$ cat config.mk
export PLATFORM = sky130hd
export DESIGN_NAME = comparador_lote
export DESIGN_NICKNAME = d
export VERILOG_FILES = /design/src/rtl/comparador_lote.sv
export SDC_FILE = /design/constraint.sdc
export NUM_CORES = 1
export LEC_CHECK = 0
export BUFFER_PORTS_ARGS = -buffer_cell sky130_fd_sc_hd__buf_2
export CAP_MARGIN = 10
export CORE_UTILIZATION = 45
export CTS_CLUSTER_SIZE = 12
export DETAILED_ROUTE_END_ITERATION = 10
export GPL_ROUTABILITY_DRIVEN = 0
export HOLD_SLACK_MARGIN = 0.08
export PLACE_DENSITY = 0.68
export SYNTH_ARGS = -nofsm -noshare
export SYNTH_HDL_FRONTEND = slang
export SYNTH_SLANG_ARGS = --single-unit
$ cat constraint.sdc
create_clock -name clk -period 3.6 [get_ports clk]
set_input_delay 0.18 -clock clk [delete_from_list [all_inputs] [get_ports clk]]
set_output_delay 0.18 -clock clk [all_outputs]
set_load 0.05 [all_outputs]
$ cat src/rtl/comparador_lote.sv
// Batch expiry-date classifier: compares product dates against a reference date register.
// Optional leap-year February handling is enabled by defining BISIESTO_EN.
module comparador_lote #(
  parameter int ANIO_W = 7,
  parameter int CNT_W  = 8
) (
  input  logic              clk,
  input  logic              reset,
  input  logic              ref_load,
  input  logic [4:0]        ref_dia,
  input  logic [3:0]        ref_mes,
  input  logic [ANIO_W-1:0] ref_anio,
  input  logic              ref_avanza,
  input  logic              in_valid,
  output logic              in_ready,
  input  logic [4:0]        dia,
  input  logic [3:0]        mes,
  input  logic [ANIO_W-1:0] anio,
  output logic              out_valid,
  input  logic              out_ready,
  output logic [1:0]        V,
  output logic [CNT_W-1:0]  cnt_vigente,
  output logic [CNT_W-1:0]  cnt_vencido,
  output logic [CNT_W-1:0]  cnt_invalido,
  output logic              state_dbg_o
);

  // Handshakes: a transfer happens on a rising edge where valid and ready are both 1;
  // in_ready depends only on the output register state and out_ready, never on in_valid.

  typedef enum logic {VACIO = 1'b0, LLENO = 1'b1} estado_t;

  localparam logic [1:0] V_NADA     = 2'b00;
  localparam logic [1:0] V_VIGENTE  = 2'b01;
  localparam logic [1:0] V_VENCIDO  = 2'b10;
  localparam logic [1:0] V_INVALIDO = 2'b11;

  estado_t           state_q, state_d;
  logic [1:0]        v_q, v_d;
  logic [4:0]        ref_dia_q, ref_dia_d;
  logic [3:0]        ref_mes_q, ref_mes_d;
  logic [ANIO_W-1:0] ref_anio_q, ref_anio_d;
  logic [CNT_W-1:0]  cnt_vig_q, cnt_vig_d;
  logic [CNT_W-1:0]  cnt_ven_q, cnt_ven_d;
  logic [CNT_W-1:0]  cnt_inv_q, cnt_inv_d;

  logic       accept;
  logic       bis_prod, bis_ref, bis_load;
  logic       prod_ok, load_ok, prod_vencido;
  logic [1:0] res;

  // Returns 0 for months outside 1..12 so any day fails the range check.
  function automatic logic [4:0] dias_mes(input logic [3:0] m, input logic bis);
    logic [4:0] n;
    n = 5'd0;
    case (m)
      4'd1, 4'd3, 4'd5, 4'd7, 4'd8, 4'd10, 4'd12: n = 5'd31;
      4'd4, 4'd6, 4'd9, 4'd11:                    n = 5'd30;
      4'd2:                                       n = bis ? 5'd29 : 5'd28;
      default:                                    n = 5'd0;
    endcase
    return n;
  endfunction

  function automatic logic fecha_ok(input logic [4:0] d, input logic [3:0] m, input logic bis);
    return (d != 5'd0) && (d <= dias_mes(m, bis));
  endfunction

`ifdef BISIESTO_EN
  assign bis_prod = (anio[1:0] == 2'b00);
  assign bis_ref  = (ref_anio_q[1:0] == 2'b00);
  assign bis_load = (ref_anio[1:0] == 2'b00);
`else
  assign bis_prod = 1'b0;
  assign bis_ref  = 1'b0;
  assign bis_load = 1'b0;
`endif

  assign accept       = in_valid && in_ready;
  assign prod_ok      = fecha_ok(dia, mes, bis_prod);
  assign load_ok      = fecha_ok(ref_dia, ref_mes, bis_load);
  assign prod_vencido = {anio, mes, dia} <= {ref_anio_q, ref_mes_q, ref_dia_q};
  assign res          = !prod_ok ? V_INVALIDO : (prod_vencido ? V_VENCIDO : V_VIGENTE);

  // State register
  always_ff @(posedge clk) begin
    if (reset) state_q <= VACIO;
    else       state_q <= state_d;
  end

  // Next-state logic
  always_comb begin
    state_d = state_q;
    case (state_q)
      VACIO:   if (accept) state_d = LLENO;
      LLENO:   if (out_ready && !accept) state_d = VACIO;
      default: state_d = VACIO;
    endcase
  end

  // Output logic
  always_comb begin
    out_valid   = (state_q == LLENO);
    in_ready    = (state_q == VACIO) || out_ready;
    state_dbg_o = state_q;
  end

  // Result and counters; V returns to "no result" once the result is taken.
  always_comb begin
    v_d       = v_q;
    cnt_vig_d = cnt_vig_q;
    cnt_ven_d = cnt_ven_q;
    cnt_inv_d = cnt_inv_q;
    if (accept) begin
      v_d = res;
      case (res)
        V_VIGENTE: if (cnt_vig_q != {CNT_W{1'b1}}) cnt_vig_d = cnt_vig_q + CNT_W'(1);
        V_VENCIDO: if (cnt_ven_q != {CNT_W{1'b1}}) cnt_ven_d = cnt_ven_q + CNT_W'(1);
        default:   if (cnt_inv_q != {CNT_W{1'b1}}) cnt_inv_d = cnt_inv_q + CNT_W'(1);
      endcase
    end else if (out_valid && out_ready) begin
      v_d = V_NADA;
    end
  end

  // Reference date: any ref_load cycle blocks ref_avanza, even if the loaded date is rejected.
  always_comb begin
    ref_dia_d  = ref_dia_q;
    ref_mes_d  = ref_mes_q;
    ref_anio_d = ref_anio_q;
    if (ref_load) begin
      if (load_ok) begin
        ref_dia_d  = ref_dia;
        ref_mes_d  = ref_mes;
        ref_anio_d = ref_anio;
      end
    end else if (ref_avanza) begin
      if (ref_dia_q >= dias_mes(ref_mes_q, bis_ref)) begin
        ref_dia_d = 5'd1;
        if (ref_mes_q >= 4'd12) begin
          ref_mes_d  = 4'd1;
          ref_anio_d = ref_anio_q + {{(ANIO_W-1){1'b0}}, 1'b1};
        end else begin
          ref_mes_d = ref_mes_q + 4'd1;
        end
      end else begin
        ref_dia_d = ref_dia_q + 5'd1;
      end
    end
  end

  always_ff @(posedge clk) begin
    if (reset) begin
      v_q        <= V_NADA;
      cnt_vig_q  <= '0;
      cnt_ven_q  <= '0;
      cnt_inv_q  <= '0;
      ref_dia_q  <= 5'd1;
      ref_mes_q  <= 4'd1;
      ref_anio_q <= '0;
    end else begin
      v_q        <= v_d;
      cnt_vig_q  <= cnt_vig_d;
      cnt_ven_q  <= cnt_ven_d;
      cnt_inv_q  <= cnt_inv_d;
      ref_dia_q  <= ref_dia_d;
      ref_mes_q  <= ref_mes_d;
      ref_anio_q <= ref_anio_d;
    end
  end

  assign V            = v_q;
  assign cnt_vigente  = cnt_vig_q;
  assign cnt_vencido  = cnt_ven_q;
  assign cnt_invalido = cnt_inv_q;

endmodule

==> impl_metrics.env <==
export IMPL_cts_sinks=43
export IMPL_synth_area_leaders="dfxtp_1, ha_1, nor2_1"
export IMPL_layout_setup_ws_ps=347.6
export IMPL_clk_latency_ps=300
export IMPL_rsz0062_at_grt="no"
export IMPL_drive_above_1_share_pct=19.91
export IMPL_cts_resized=0
export IMPL_die_area_sq_mm=0.007285
export IMPL_tightest_slew_ps=823.3
export IMPL_synth_top_area_cell="dfxtp_1"
export IMPL_grt_pass1_wl_um=12140
export IMPL_diodes=0
export IMPL_rows=30
export IMPL_min_period_over_period_pct=90.34
export IMPL_via_per_inst=5.674
export IMPL_synth_top_area_share_pct=27.53
export IMPL_via_count=2990
export IMPL_startpoint_type="flip-flop"
export IMPL_dpl_instance_area_sq_mm=0.003522
export IMPL_r2r_slack_ps=350
export IMPL_run_status="finished clean"
export IMPL_dp_hpwl_um=5702
export IMPL_pre_cts_ws_ps=269.5
export IMPL_synth_edf_count=0
export IMPL_antenna_found_initial=0
export IMPL_maxCapViolCount=0
export IMPL_fp_dieH_um=85.36
export IMPL_yosysSeqAreaShare_pct=27.53
export IMPL_wl_per_cell_um=13.79
export IMPL_slew_viol_final=0
export IMPL_nets=524
export IMPL_coreArea_sq_mm=0.006756
export IMPL_cts_tree="yes"
export IMPL_skew_ps=8.710
export IMPL_synthTopCellsByCount="dfxtp_1, ha_1, nor2_1"
export IMPL_grt_max_degree=45
export IMPL_cp_max_fo=5
export IMPL_htreeDepth=2
export IMPL_gr_total_overflow=0
export IMPL_route_detailed_drc=0
export IMPL_post_cts_buffers=0
export IMPL_grt_pass1_vias=2706
export IMPL_clock_path_buffers=2
export IMPL_cp_end_kind="flip-flop"
export IMPL_hold_buffers=0
export IMPL_final_cell_area_sq_mm=0.003655
export IMPL_powerDensity_mw_per_mm2=367.7
export IMPL_ir_drop_mv=0.2549
export IMPL_path_class="flip-flop to flip-flop"
export IMPL_synth_most_common_cell="dfxtp_1"
export IMPL_setup_tns_final_ps=0
export IMPL_ant_nets=0
export IMPL_min_period_ps=3252
export IMPL_yosys_cell_types_count=63
export IMPL_start_util_pct=46.28
export IMPL_p_leak_nw=1.615
export IMPL_track_usage_pct=20.37
export IMPL_hold_viol_final=0
export IMPL_io_buffer_count=66
export IMPL_async_flop_share_pct=0
export IMPL_yosysWarnings=0
export IMPL_synth_cell_area_sq_mm=0.003127
export IMPL_relSlewSlack_pct=45.11
export IMPL_area_growth_pct=16.89
export IMPL_post_synth_cell_area_avg_sq_um=8.164
export IMPL_fmax_mhz=307.5
export IMPL_yosys_most_used_dff="dfxtp_1"
export IMPL_drt_initial_drc_count=115
export IMPL_cts_made_buffers=5
export IMPL_fillers=648
export IMPL_cp_required_ps=3820
export IMPL_holdCritPathClass="input pin to flip-flop"
export IMPL_firstDrtPassIters=4
export IMPL_die_w_um=85.36
export IMPL_clk_pin_slew_worst_paths_ps=90
export IMPL_syn_inst=383
export IMPL_setup_viol=0
export IMPL_synth_fp_nets=461
export IMPL_io_pins=67
export IMPL_synth_seq_cells=43
export IMPL_arrival_ps=3480
export IMPL_wl_um=7267
export IMPL_ctsRootBufferMaster="clkbuf_8"
export IMPL_total_power_mw=1.344
## metrics by stage
stage | util (%) | instances | hold WS [ps]
global placement | 52.13 | 519 | 427.5
detailed placement | 52.13 | 519 | 439.2
floorplan | - | 383 | 309.5
global route | 54.09 | 527 | 123.2
CTS | 54.09 | 527 | 120.1
finish | 54.09 | 527 | 121.7
## final cells by class
class | count | area [sq um] | share of cell area [%]
clock buffers | 6 | 72.57 | 1.986
flip-flops and latches | 43 | 860.8 | 23.55
inverters | 30 | 112.6 | 3.081
well taps | 80 | 100.1 | 2.739
repair buffers | 68 | 345.3 | 9.449
multi-input cells | 298 | 2103 | 57.55
clock inverters | 2 | 60.06 | 1.643
## cell families (layout without fill, tap and decap cells)
logic type	count (synthesis)	count (layout)	share of synthesized area, %
adders and majority gates	40	40	16.01
DFF	43	43	27.53
xor gates and xnor gates	17	17	4.762
and+or+nand+nor	140	140	22.65
muxes	8	8	2.641
AOI/OAI and AO/OA	93	93	21.21
buffers and inverters	42	106	5.202
## state kept, by name (all words and copies together), names as in the netlist
| name | flops |
|---|---|
| ref_dia_q | 5 |
| ref_mes_q | 4 |
| cnt_vigente | 8 |
| out_valid | 1 |
| cnt_invalido | 8 |
| V | 2 |
| ref_anio_q | 7 |
| cnt_vencido | 8 |
## critical path: stages, from the launching register on
cell,delay (ps)
dfxtp_1,400
inv_1,120
ha_1,240
nor2_1,100
a21oi_1,40
o32ai_1,290
o31a_1,250
ha_1,160
nand2_1,50
o21ai_0,380
o211ai_1,170
or3b_2,490
or3_1,320
a31oi_1,150
## cells in the final DEF (no fill, tap or decap), types with 10 or more instances in the layout
| cell | n |
|---|---|
| buf_2 | 66 |
| dfxtp_1 | 43 |
| nor2_1 | 40 |
| ha_1 | 40 |
| nand2_1 | 35 |
| inv_1 | 30 |
| a21oi_1 | 26 |
| o21ai_0 | 17 |
| nand4_1 | 15 |
| nand3_1 | 10 |
## per-layer routing
metal / track usage [%] / share of wire (%) / routed length [um]
met1: 26.09 / 46 / 3340
met2: 35.70 / 47 / 3445
met3: 3.405 / 5.5 / 399
met4: 5.000 / 1.1 / 82
met5: 0 / 0 / 0
## path summary, 6_finish.rpt
path / startpoint / to / cells past startpoint
worst max register to register: ref_mes_q[0] / ref_anio_q[6] / 13
worst min register to register: V[1] / V[1] / 2
worst max-delay path: ref_mes_q[0] / ref_anio_q[6] / 13
worst min-delay path: in_valid / out_valid / 3
## where the power goes
| part | switching, mW | total [mW] | internal, mW |
|---|---|---|---|
| sequential | 0.0320 | 0.533 | 0.501 |
| clock | 0.171 | 0.448 | 0.277 |
| combinational | 0.220 | 0.362 | 0.143 |
| total | 0.422 | 1.34 | 0.922 |
No activity file was read; power rests on OpenSTA's default activity.
